===== config.mk =====
export PLATFORM = sky130hd
export DESIGN_NAME = sweep_scheduler
export DESIGN_NICKNAME = d
export VERILOG_FILES = /design/src/rtl/sweep_pkg.sv /design/src/rtl/ms_tick_gen.sv /design/src/rtl/sweep_scheduler.sv
export SDC_FILE = /design/constraint.sdc
export NUM_CORES = 1
export LEC_CHECK = 0
export CELL_PAD_IN_SITES_DETAIL_PLACEMENT = 2
export CELL_PAD_IN_SITES_GLOBAL_PLACEMENT = 2
export CORE_AREA = 4 4 197 199
export DETAILED_ROUTE_END_ITERATION = 7
export DIE_AREA = 0 0 201 203
export GPL_TIMING_DRIVEN = 0
export PLACE_DENSITY = 0.92
export SETUP_SLACK_MARGIN = 0.05
export SLEW_MARGIN = 20
export SYNTH_ARGS = -nofsm -noshare
export SYNTH_HDL_FRONTEND = slang
export SYNTH_HIERARCHICAL = 1
export SYNTH_SLANG_ARGS = --single-unit

===== constraint.sdc =====
create_clock -name clk_i -period 24.1 [get_ports clk_i]
set_clock_uncertainty 0.2 [all_clocks]
set_input_delay 4.82 -clock clk_i [delete_from_list [all_inputs] [get_ports clk_i]]
set_output_delay 4.82 -clock clk_i [all_outputs]
set_load 0.01 [all_outputs]

===== src/rtl/sweep_pkg.sv =====
// Shared encodings, legal frequency limits and saturating step arithmetic
// for the sweep scheduler and its testbench-facing top.
package sweep_pkg;

    localparam logic [19:0] F_MIN        = 20'd1000;
    localparam logic [19:0] F_MAX        = 20'd999999;
    localparam logic [19:0] DEFAULT_FREQ = 20'd100000;

    typedef enum logic [1:0] {
        SWP_OFF = 2'b00,
        SWP_UP  = 2'b01,
        SWP_DN  = 2'b10,
        SWP_TRI = 2'b11
    } sweep_mode_e;

    typedef enum logic [1:0] {
        IDLE,
        LOAD,
        RUN_UP,
        RUN_DN
    } sweep_state_e;

    function automatic logic [19:0] clamp_freq(input logic [20:0] f);
        if (f < {1'b0, F_MIN}) return F_MIN;
        if (f > {1'b0, F_MAX}) return F_MAX;
        return f[19:0];
    endfunction

    // Sum carried in 21 bits so the top of the legal range cannot wrap.
    function automatic logic [19:0] step_up(input logic [19:0] cur,
                                            input logic [12:0] spd,
                                            input logic [19:0] hi);
        logic [20:0] sum;
        sum = {1'b0, cur} + {8'd0, spd};
        return (sum > {1'b0, hi}) ? hi : sum[19:0];
    endfunction

    function automatic logic [19:0] step_dn(input logic [19:0] cur,
                                            input logic [12:0] spd,
                                            input logic [19:0] lo);
        return ({1'b0, cur} >= ({1'b0, lo} + {8'd0, spd})) ? (cur - {7'd0, spd}) : lo;
    endfunction

endpackage


===== src/rtl/ms_tick_gen.sv =====
// Step timebase: counter runs 0..TICK_DIV-1 with synchronous clear;
// tick_o is high for the one cycle the counter holds its terminal value.
module ms_tick_gen #(
    parameter int unsigned TICK_DIV = 100_000
) (
    input  logic clk_i,
    input  logic rst_i,
    input  logic clr_i,
    output logic tick_o
);
    localparam int unsigned      CNT_W    = (TICK_DIV > 1) ? $clog2(TICK_DIV) : 1;
    localparam logic [CNT_W-1:0] CNT_LAST = CNT_W'(TICK_DIV - 1);

    logic [CNT_W-1:0] cnt_q;
    logic [CNT_W-1:0] cnt_d;

    assign tick_o = (cnt_q == CNT_LAST);

    always_comb begin
        cnt_d = tick_o ? '0 : cnt_q + CNT_W'(1);
    end

    always_ff @(posedge clk_i) begin
        if (rst_i || clr_i) begin
            cnt_q <= '0;
        end else begin
            cnt_q <= cnt_d;
        end
    end

endmodule


===== src/rtl/sweep_scheduler.sv =====
// Sweep sequencer: steps freq_cur_o once per tick between latched band edges
// (saw-up, saw-down, triangle); with sweep off it follows freq_base_i.
module sweep_scheduler
    import sweep_pkg::*;
#(
    parameter int unsigned CLK_HZ   = 100_000_000,
    parameter int unsigned TICK_DIV = CLK_HZ / 1000
) (
    input  logic        clk_i,
    input  logic        rst_i,
    input  logic [1:0]  sweep_mode_i,
    input  logic [19:0] freq_base_i,
    input  logic [16:0] sweep_range_i,
    input  logic [12:0] sweep_speed_i,
    output logic [19:0] freq_cur_o,
    output logic        freq_upd_o,
    output logic        sweeping_o,
    output logic        sweep_dir_o,
    output logic        edge_pulse_o
);
    sweep_state_e state_q;
    sweep_mode_e  mode_q;
    logic [19:0]  freq_cur_q, freq_d, lo_q, hi_q;
    logic [12:0]  spd_q;
    logic         dir_q, upd_q, sweeping_q, edge_q;
    logic         tick, mode_chg, new_off, at_edge;
    logic [19:0]  in_lo, in_hi;
    logic [20:0]  band_sum;

    assign mode_chg = (sweep_mode_i != mode_q);
    assign new_off  = (sweep_mode_i == SWP_OFF);
    assign in_lo    = clamp_freq({1'b0, freq_base_i});
    assign band_sum = {1'b0, in_lo} + {4'd0, sweep_range_i};
    assign in_hi    = (band_sum > {1'b0, F_MAX}) ? F_MAX : band_sum[19:0];

    ms_tick_gen #(.TICK_DIV(TICK_DIV)) u_tick (
        .clk_i  (clk_i),
        .rst_i  (rst_i),
        .clr_i  (state_q == LOAD),
        .tick_o (tick)
    );

    // Band-edge events take their new target from the freshly presented band,
    // which is the same band latched on that edge.
    always_comb begin
        freq_d  = freq_cur_q;
        at_edge = 1'b0;
        case (state_q)
            IDLE: freq_d = in_lo;
            LOAD: freq_d = (mode_q == SWP_DN) ? in_hi : in_lo;
            RUN_UP: begin
                if (!mode_chg && tick) begin
                    if (freq_cur_q != hi_q) begin
                        freq_d = step_up(freq_cur_q, spd_q, hi_q);
                    end else if (lo_q != hi_q) begin
                        at_edge = 1'b1;
                        freq_d  = (mode_q == SWP_TRI) ? step_dn(in_hi, sweep_speed_i, in_lo) : in_lo;
                    end
                end
            end
            RUN_DN: begin
                if (!mode_chg && tick) begin
                    if (freq_cur_q != lo_q) begin
                        freq_d = step_dn(freq_cur_q, spd_q, lo_q);
                    end else if (lo_q != hi_q) begin
                        at_edge = 1'b1;
                        freq_d  = (mode_q == SWP_TRI) ? step_up(in_lo, sweep_speed_i, in_hi) : in_hi;
                    end
                end
            end
            default: freq_d = freq_cur_q;
        endcase
    end

    always_ff @(posedge clk_i) begin
        if (rst_i) begin
            state_q    <= IDLE;
            mode_q     <= SWP_OFF;
            freq_cur_q <= DEFAULT_FREQ;
            dir_q      <= 1'b1;
            upd_q      <= 1'b0;
            sweeping_q <= 1'b0;
            edge_q     <= 1'b0;
            lo_q       <= DEFAULT_FREQ;
            hi_q       <= DEFAULT_FREQ;
            spd_q      <= '0;
        end else begin
            mode_q     <= sweep_mode_e'(sweep_mode_i);
            freq_cur_q <= freq_d;
            upd_q      <= (freq_d != freq_cur_q) || (state_q == LOAD);
            edge_q     <= at_edge;
            sweeping_q <= 1'b0;
            if (state_q == LOAD || at_edge) begin
                lo_q  <= in_lo;
                hi_q  <= in_hi;
                spd_q <= sweep_speed_i;
            end
            case (state_q)
                IDLE: if (mode_chg && !new_off) state_q <= LOAD;
                LOAD: begin
                    dir_q <= (mode_q != SWP_DN);
                    if (mode_chg) begin
                        state_q <= new_off ? IDLE : LOAD;
                    end else begin
                        state_q    <= (mode_q == SWP_DN) ? RUN_DN : RUN_UP;
                        sweeping_q <= 1'b1;
                    end
                end
                RUN_UP: begin
                    if (mode_chg) begin
                        state_q <= new_off ? IDLE : LOAD;
                    end else begin
                        sweeping_q <= 1'b1;
                        if (at_edge && mode_q == SWP_TRI) begin
                            state_q <= RUN_DN;
                            dir_q   <= 1'b0;
                        end
                    end
                end
                RUN_DN: begin
                    if (mode_chg) begin
                        state_q <= new_off ? IDLE : LOAD;
                    end else begin
                        sweeping_q <= 1'b1;
                        if (at_edge && mode_q == SWP_TRI) begin
                            state_q <= RUN_UP;
                            dir_q   <= 1'b1;
                        end
                    end
                end
                default: state_q <= IDLE;
            endcase
        end
    end

    assign freq_cur_o   = freq_cur_q;
    assign freq_upd_o   = upd_q;
    assign sweeping_o   = sweeping_q;
    assign sweep_dir_o  = dir_q;
    assign edge_pulse_o = edge_q;

endmodule


* After elaboration in Yosys (flattened, before gate mapping) *
Cells that the tools add are included.

cells by class
  $add $sub $neg = 7
  $lt $le $gt $ge = 7
  equality and inequality tests = 19
  muxes and demuxes = 43
  bitwise logic cells = 1
  reductions and logical operators = 16

operators with widths
  cell                                                                               count
  20-bit 2-to-1 mux                                                                  18
  20-bit != test                                                                     4
  20-bit case mux with 4 select lines                                                1
  20-bit by 13-bit adder with 21-bit output                                          3
  20-bit by 21-bit greater-or-equal comparator with 1-bit output                     2
  21-bit by 20-bit greater-than comparator with 1-bit output                         2
  20-bit by 13-bit subtractor with 20-bit output                                     2
  20-bit by 17-bit adder with 21-bit output                                          1
  21-bit by 20-bit greater-than comparator with 1-bit output, second input constant  1
  20-bit greater-than comparator, second input constant                              1
  20-bit by 10-bit less-than comparator with 1-bit output, second input constant     1
  17-bit by 1-bit adder with 17-bit output, second input constant                    1
  17-bit == test, second input constant                                              1
  1-bit 2-to-1 mux                                                                   15
  2-bit 2-to-1 mux                                                                   6
  2-bit != test, second input constant                                               6
  2-bit == test, second input constant                                               4
  2-bit case mux with 4 select lines                                                 1
  3-bit != test, second input constant                                               2
  5-bit AND reduction                                                                1
  2-bit logical NOT                                                                  2
  2-bit OR reduction                                                                 2
  1-bit logical AND                                                                  3
  1-bit logical OR                                                                   3
  other kinds (9)                                                                    10

storage, ports and cells
  bits in registers = 98
  input bits = 54
  output and inout port bits = 24
  logic and storage cells = 104

* Longest topological paths before layout *
  depth after elaboration = 17
  depth in mapped cells = 36

* Modules after synthesis *
Netlist, hierarchy kept.

modules (own cells, without submodules)
  module           times used  cells each  area an instance (um^2)
  sweep_scheduler  1           1898        13508.0
  ms_tick_gen      1           89          800.8

* Worst setup path after synthesis *
No wires, ideal clock.

  path kind = input-to-reg
  start = input port freq_base_i[10]
  end = register upd_q (netlist: freq_upd_o)
  library setup time = 0.132 ns
  arrival time = 12.087 ns
  slack = 11.681 ns
  stages on the path = 34
  buffers on the path = 1
  cell sequence = nor2_1 -> nor4b_1 -> and3_1 -> o21ai_0 -> o21ai_0 -> inv_1 -> ha_1 -> fa_1 -> a211oi_1 -> o211a_1 -> nor3_1 -> nor3b_1 -> nor2_2 -> or3_1 -> buf_6 -> o21ai_4 -> nor2_4 -> inv_2 -> ha_1 -> nor2b_1 -> o21ai_0 -> a21boi_0 -> o41ai_1 -> nor3_1 -> or2_2 -> a221oi_1 -> nor3b_1 -> nor4b_2 -> xor2_1 -> o221a_2 -> o211a_1 -> o2111ai_1 -> nor4_1 -> a21oi_1

on the way
  longest elaborated chain between the ends = 17

RTL lines
  item                                                        RTL line                                      source
  from (decl)                                                 sweep_scheduler.sv:12                         input logic [19:0] freq_base_i,
  20-bit greater-than comparator                              sweep_pkg.sv:25                               if (f > {1'b0, F_MAX}) return F_MAX;
  1-bit 2-to-1 mux (2 in series)                              sweep_pkg.sv:25
  20-bit 2-to-1 mux                                           sweep_pkg.sv:26                               return f[19:0];
  20-bit 2-to-1 mux *                                         sweep_pkg.sv:25
  net in_lo[0]                                                sweep_scheduler.sv:27                         logic [19:0] in_lo, in_hi;
  20-bit by 17-bit adder with 21-bit output *                 sweep_scheduler.sv:33                         assign band_sum = {1'b0, in_lo} + {4'd0, sweep_range_i};
  21-bit by 20-bit greater-than comparator with 1-bit output  sweep_scheduler.sv:34                         assign in_hi = (band_sum > {1'b0, F_MAX}) ? F_MAX : band_sum[19:0];
  20-bit 2-to-1 mux *                                         sweep_scheduler.sv:34
  net in_hi[1]                                                sweep_scheduler.sv:27
  (+1 left out)                                               -
  20-bit 2-to-1 mux (on tied branches)                        sweep_pkg.sv:41, sweep_pkg.sv:35
  20-bit 2-to-1 mux (on tied branches)                        sweep_scheduler.sv:57, sweep_scheduler.sv:67
  20-bit 2-to-1 mux (on tied branches)                        sweep_scheduler.sv:55, sweep_scheduler.sv:65
  20-bit 2-to-1 mux (on tied branches)                        sweep_scheduler.sv:53, sweep_scheduler.sv:63
  20-bit 2-to-1 mux (on tied branches)                        sweep_scheduler.sv:52, sweep_scheduler.sv:62
  20-bit case mux with 4 select lines *                       sweep_scheduler.sv:48                         case (state_q)
  20-bit != test *                                            sweep_scheduler.sv:90                         upd_q <= (freq_d != freq_cur_q) || (state_q == LOAD);
  1-bit logical OR *                                          sweep_scheduler.sv:90
  to (signal assigned)                                        sweep_scheduler.sv:90
  to (decl)                                                   sweep_scheduler.sv:25                         logic dir_q, upd_q, sweeping_q, edge_q;

Mark *: on every way through the listed nets, which the timed path passes. The rest lies on a longest branch. The select of a mux whose other input is x is not followed.
A chain may end at the register's enable or synchronous reset.

* Final worst setup path *
  start = input port freq_base_i[10]
  end = register upd_q (netlist: freq_upd_o)

on the way
  longest elaborated chain between the ends = 17

RTL lines
  item                                                                          RTL line                                      source
  20-bit greater-than comparator                                                sweep_pkg.sv:25
  1-bit 2-to-1 mux (2 in series)                                                sweep_pkg.sv:25
  20-bit 2-to-1 mux                                                             sweep_pkg.sv:26
  20-bit 2-to-1 mux *                                                           sweep_pkg.sv:25
  net in_lo[0]                                                                  sweep_scheduler.sv:27
  20-bit by 17-bit adder with 21-bit output                                     sweep_scheduler.sv:33
  21-bit by 20-bit greater-than comparator with 1-bit output                    sweep_scheduler.sv:34
  20-bit 2-to-1 mux                                                             sweep_scheduler.sv:34
  20-bit by 13-bit subtractor with 20-bit output, or another cell as far along  sweep_pkg.sv:41                               return ({1'b0, cur} >= ({1'b0, lo} + {8'd0, spd})) ? (cur - {7'd0, spd}) : lo;
  20-bit 2-to-1 mux (on tied branches)                                          sweep_pkg.sv:41, sweep_pkg.sv:35
  20-bit 2-to-1 mux (on tied branches)                                          sweep_scheduler.sv:57, sweep_scheduler.sv:67
  20-bit 2-to-1 mux (on tied branches)                                          sweep_scheduler.sv:55, sweep_scheduler.sv:65
  20-bit 2-to-1 mux (on tied branches)                                          sweep_scheduler.sv:53, sweep_scheduler.sv:63
  20-bit 2-to-1 mux (on tied branches)                                          sweep_scheduler.sv:52, sweep_scheduler.sv:62
  20-bit case mux with 4 select lines *                                         sweep_scheduler.sv:48
  20-bit != test *                                                              sweep_scheduler.sv:90
  1-bit logical OR *                                                            sweep_scheduler.sv:90

Marks and branches as above.

==> results.py <==
metrics = {
    "status": {
        "status": "complete, no violations",
    },
    "worst_setup_path": {
        "r2r_cells": 26,
        "critPathLaunchType": "input pin",
        "worst_ep_required_time_ps": 24130,
        "worstPathArrival_ps": 17450,
        "path_delay_family": "simple AND/OR/NAND/NOR gates",
        "max_stage_delay_ps": 1030,
        "regToRegStartpoint": "freq_cur_o[1]$_SDFF_PP0_",
        "cp_slowest_cell": "o21ai_0",
        "crit_path_end_kind": "register",
        "worstReg2RegEnd": "freq_upd_o$_SDFF_PP0_",
        "r2r_slack_ps": 14250,
        "crit_buf_inv": 4,
        "critical_path_class": "input pin to register",
        "critical_path.max_fanout": 10,
    },
    "clocking": {
        "clkTransAtPathRegs_ps": 80,
        "numCtsBuffers": 9,
        "cts-resized-gates": 0,
        "clkLatencyLatePin_ps": 400,
        "cts_tree": "yes",
        "cts_max_path_buffers": 2,
        "hold_buffers": 0,
        "clock-sinks": 98,
        "root_buffer": "clkbuf_16",
        "cts_setup_buffers": 0,
        "htreeDepth": 3,
    },
    "synth": {
        "yosys.area_share.adder": 0.1324,
        "synth_seq_cells": 98,
        "syn_nets": 2188,
        "async_flop_share": 0,
        "synth-xor-area-share": 0.1052,
        "yosysSeqAreaShare": 0.1371,
        "muxShareOfSynthArea": 0.02789,
        "synth_simple_gate_area_frac": 0.2380,
        "synth_edf_count": 0,
        "synth_cell_type_count": 102,
        "syn_area_per_cell_um2": 7.201,
        "ys.flop_type": "dfxtp_1",
        "synth.area.top_cells": "dfxtp_1 (14%), ha_1 (12%), xnor2_1 (6.9%), a21oi_1 (5.5%), nor2_1 (5.1%)",
        "synth_top_family_by_area": "compound AO/OA/AOI/OAI gates",
        "synth_top_area_share": 0.1371,
        "synth_compound_area_frac": 0.2955,
        "synth_area_um2": 14310,
        "yosysTopAreaCell": "dfxtp_1",
        "yosysWarnings": 6,
        "synthCells": 1987,
    },
    "timing": {
        "hold_violations": 0,
        "drv_slew": 0,
        "setup_viol": 0,
        "fin_crit_ps": 17420,
        "finalCritPeriodShare": 0.7228,
        "rsz0062_at_grt": "false",
        "tns_ps": 0,
        "max_freq_mhz": 57.41,
        "holdWs_ps": 277.0,
        "slew_headroom": 0.1839,
        "worstMarginPinSlew_ps": 1215,
    },
    "placement": {
        "gp_congestion": 1.008,
        "dp.cells": 2538,
        "dp.final_hpwl_mm": 67.50,
        "port-buffer-count": 77,
    },
    "cells_and_area": {
        "drive_gt1_frac": 0.05195,
        "final_common_cell": "nor2_1",
        "diodes": 0,
        "final_cell_mix": "nor2_1 (194), nand2_1 (171), a21oi_1 (155)",
        "final_util": 0.4308,
        "area_growth_pct": 12.07,
        "nets": 2276,
        "final_cell_count_no_fill": 2553,
    },
    "global_routing": {
        "grt_max_degree": 17,
        "met3_usage": 0.04855,
        "antenna_found_initial": 1,
        "grt_pass1_vias": 18356,
        "track_usage": 0.3880,
        "grt_pass1_wl_mm": 120.5,
        "grt-ovfl-total": 0,
        "busiest_layer": "met2",
        "grt_use_met1": 0.4765,
        "met2_usage": 0.6605,
    },
    "hold_path": {
        "min_path_cells": 1,
        "hp-class": "register to register",
        "whs_endpoint": "sweep_dir_o$_SDFFE_PP1P_",
        "min_from": "sweep_dir_o$_SDFFE_PP1P_",
    },
    "die": {
        "die_w_um": 201,
        "start_util": 0.3844,
        "dieArea_um2": 40800,
        "rows": 71,
        "die_h_um": 203,
        "ios": 78,
        "core_area_um2": 37220,
    },
    "detailed_routing": {
        "totalWireLength_mm": 81.81,
        "vias_per_cell": 6.728,
        "drtPass1Iterations": 6,
        "drcViolationCount": 0,
        "dr_total_vias": 17177,
        "drtAntennaViolNets": 0,
        "initialDrtViolationCount": 1837,
        "post_drt_wl_per_cell_um": 32.04,
    },
    "pwr": {
        "clkPwrFrac": 0.179,
        "combPwrFrac": 0.612,
        "power_density_nw_per_um2": 59.08,
        "p_seq_frac": 0.208,
        "swShare": 0.5107,
        "irDropWorstVdd_mv": 0.03977,
        "leakagePower_uw": 0.006257,
        "p_sw_uw": 483.9,
        "p_int_uw": 463.5,
        "totalPowerFinal_uw": 947.4,
    },
    "run": {
        "drv_cap": 0,
    },
}
-- worst max path at each step --
stage | startpoint | endpoint | slack, ps | depth (start not counted)
after floorplan | freq_base_i[10] | freq_upd_o$_SDFF_PP0_ | 11680 | 34
after global placement | freq_base_i[10] | freq_upd_o$_SDFF_PP0_ | 7200 | 34
after detailed placement | freq_base_i[10] | freq_upd_o$_SDFF_PP0_ | 6710 | 34
after CTS | freq_base_i[10] | freq_upd_o$_SDFF_PP0_ | 7100 | 34
after global routing | freq_base_i[10] | freq_upd_o$_SDFF_PP0_ | 6460 | 34
final | freq_base_i[10] | freq_upd_o$_SDFF_PP0_ | 6680 | 34
-- per-layer routing --
layer	part of all wire	up-vias
met5	0	-
met2	0.47	845
met4	0.064	0
met1	0.41	8608
met3	0.061	259
li1	-	7465
-- cell usage after synthesis (all sizes together) (7+ instances only) --
| master | count |
|---|---|
| a31oi | 22 |
| or3 | 22 |
| a21oi | 159 |
| and2 | 12 |
| nor2b | 18 |
| nor4 | 33 |
| o22ai | 8 |
| ha | 141 |
| nand4 | 41 |
| o21a | 25 |
| o2111ai | 9 |
| buf | 24 |
| nand2b | 22 |
| inv | 123 |
| a21o | 25 |
| clkbuf | 83 |
| a211o | 24 |
| o311ai | 10 |
| a31o | 8 |
| and3 | 14 |
| dfxtp | 98 |
| nand3b | 7 |
| nor3 | 59 |
| a221oi | 8 |
| a311oi | 7 |
| a211oi | 53 |
| or4 | 7 |
| o21ai | 110 |
| mux2 | 7 |
| nand3 | 60 |
| o31ai | 17 |
| xor2 | 57 |
| o211ai | 28 |
| o21bai | 19 |
| mux2i | 32 |
| a2111oi | 9 |
| nand2 | 172 |
| or2 | 8 |
| xnor2 | 114 |
| nor2 | 198 |
-- registers in the layout, indices dropped and copies added, names as in the netlist --
| signal | cells |
|---|---|
| freq_cur_o | 20 |
| hi_q | 20 |
| lo_q | 20 |
| u_tick/cnt_q | 17 |
| spd_q | 13 |
| mode_q | 2 |
| state_q | 2 |
| edge_pulse_o | 1 |
| freq_upd_o | 1 |
| sweep_dir_o | 1 |
| sweeping_o | 1 |
-- worst reg2reg max path, delay by kind of cell, from the launching register on --
kind | cells | cell delay (ps)
xor+xnor | 1 | 270
fa+ha+maj | 2 | 680
flops | 1 | 800
simple gates | 6 | 2600
compound gates | 13 | 3290
buf+inv | 2 | 1140
mux | 2 | 700
-- cell type report --
class | count | area, um^2
Fill cell | 4405 | 21190
Multi-Input combinational cell | 1658 | 11480
Sequential cell | 98 | 1962
Timing Repair Buffer | 77 | 770.7
Tap cell | 474 | 593.1
Inverter | 124 | 465.4
Buffer | 107 | 449.2
Clock buffer | 9 | 225.2
Clock inverter | 6 | 92.59
-- through the flow --
step	setup slack [ps]	cell area, um^2
CTS	7096	16020
global placement	7202	15670
floorplan	11680	14310
global route	6461	16040
finish	6680	16040
detailed placement	6708	15700
-- power groups by stage --
stage	combinational (uW)	clock, uW	sequential [uW]
after floorplan	355	0	192
after global placement	518	0	198
after detailed placement	554	0	199
after CTS	560	169	196
after global routing	613	174	199
final	580	170	197
-- cell families (layout without fill, tap and decap cells) --
group	Yosys count	in the layout
compound gates	608	608
simple gates	692	692
mux	39	39
flops	98	98
buf+inv	231	323
xor+xnor	171	171
fa+ha+maj	148	148
(Power assumes the default switching activity.)
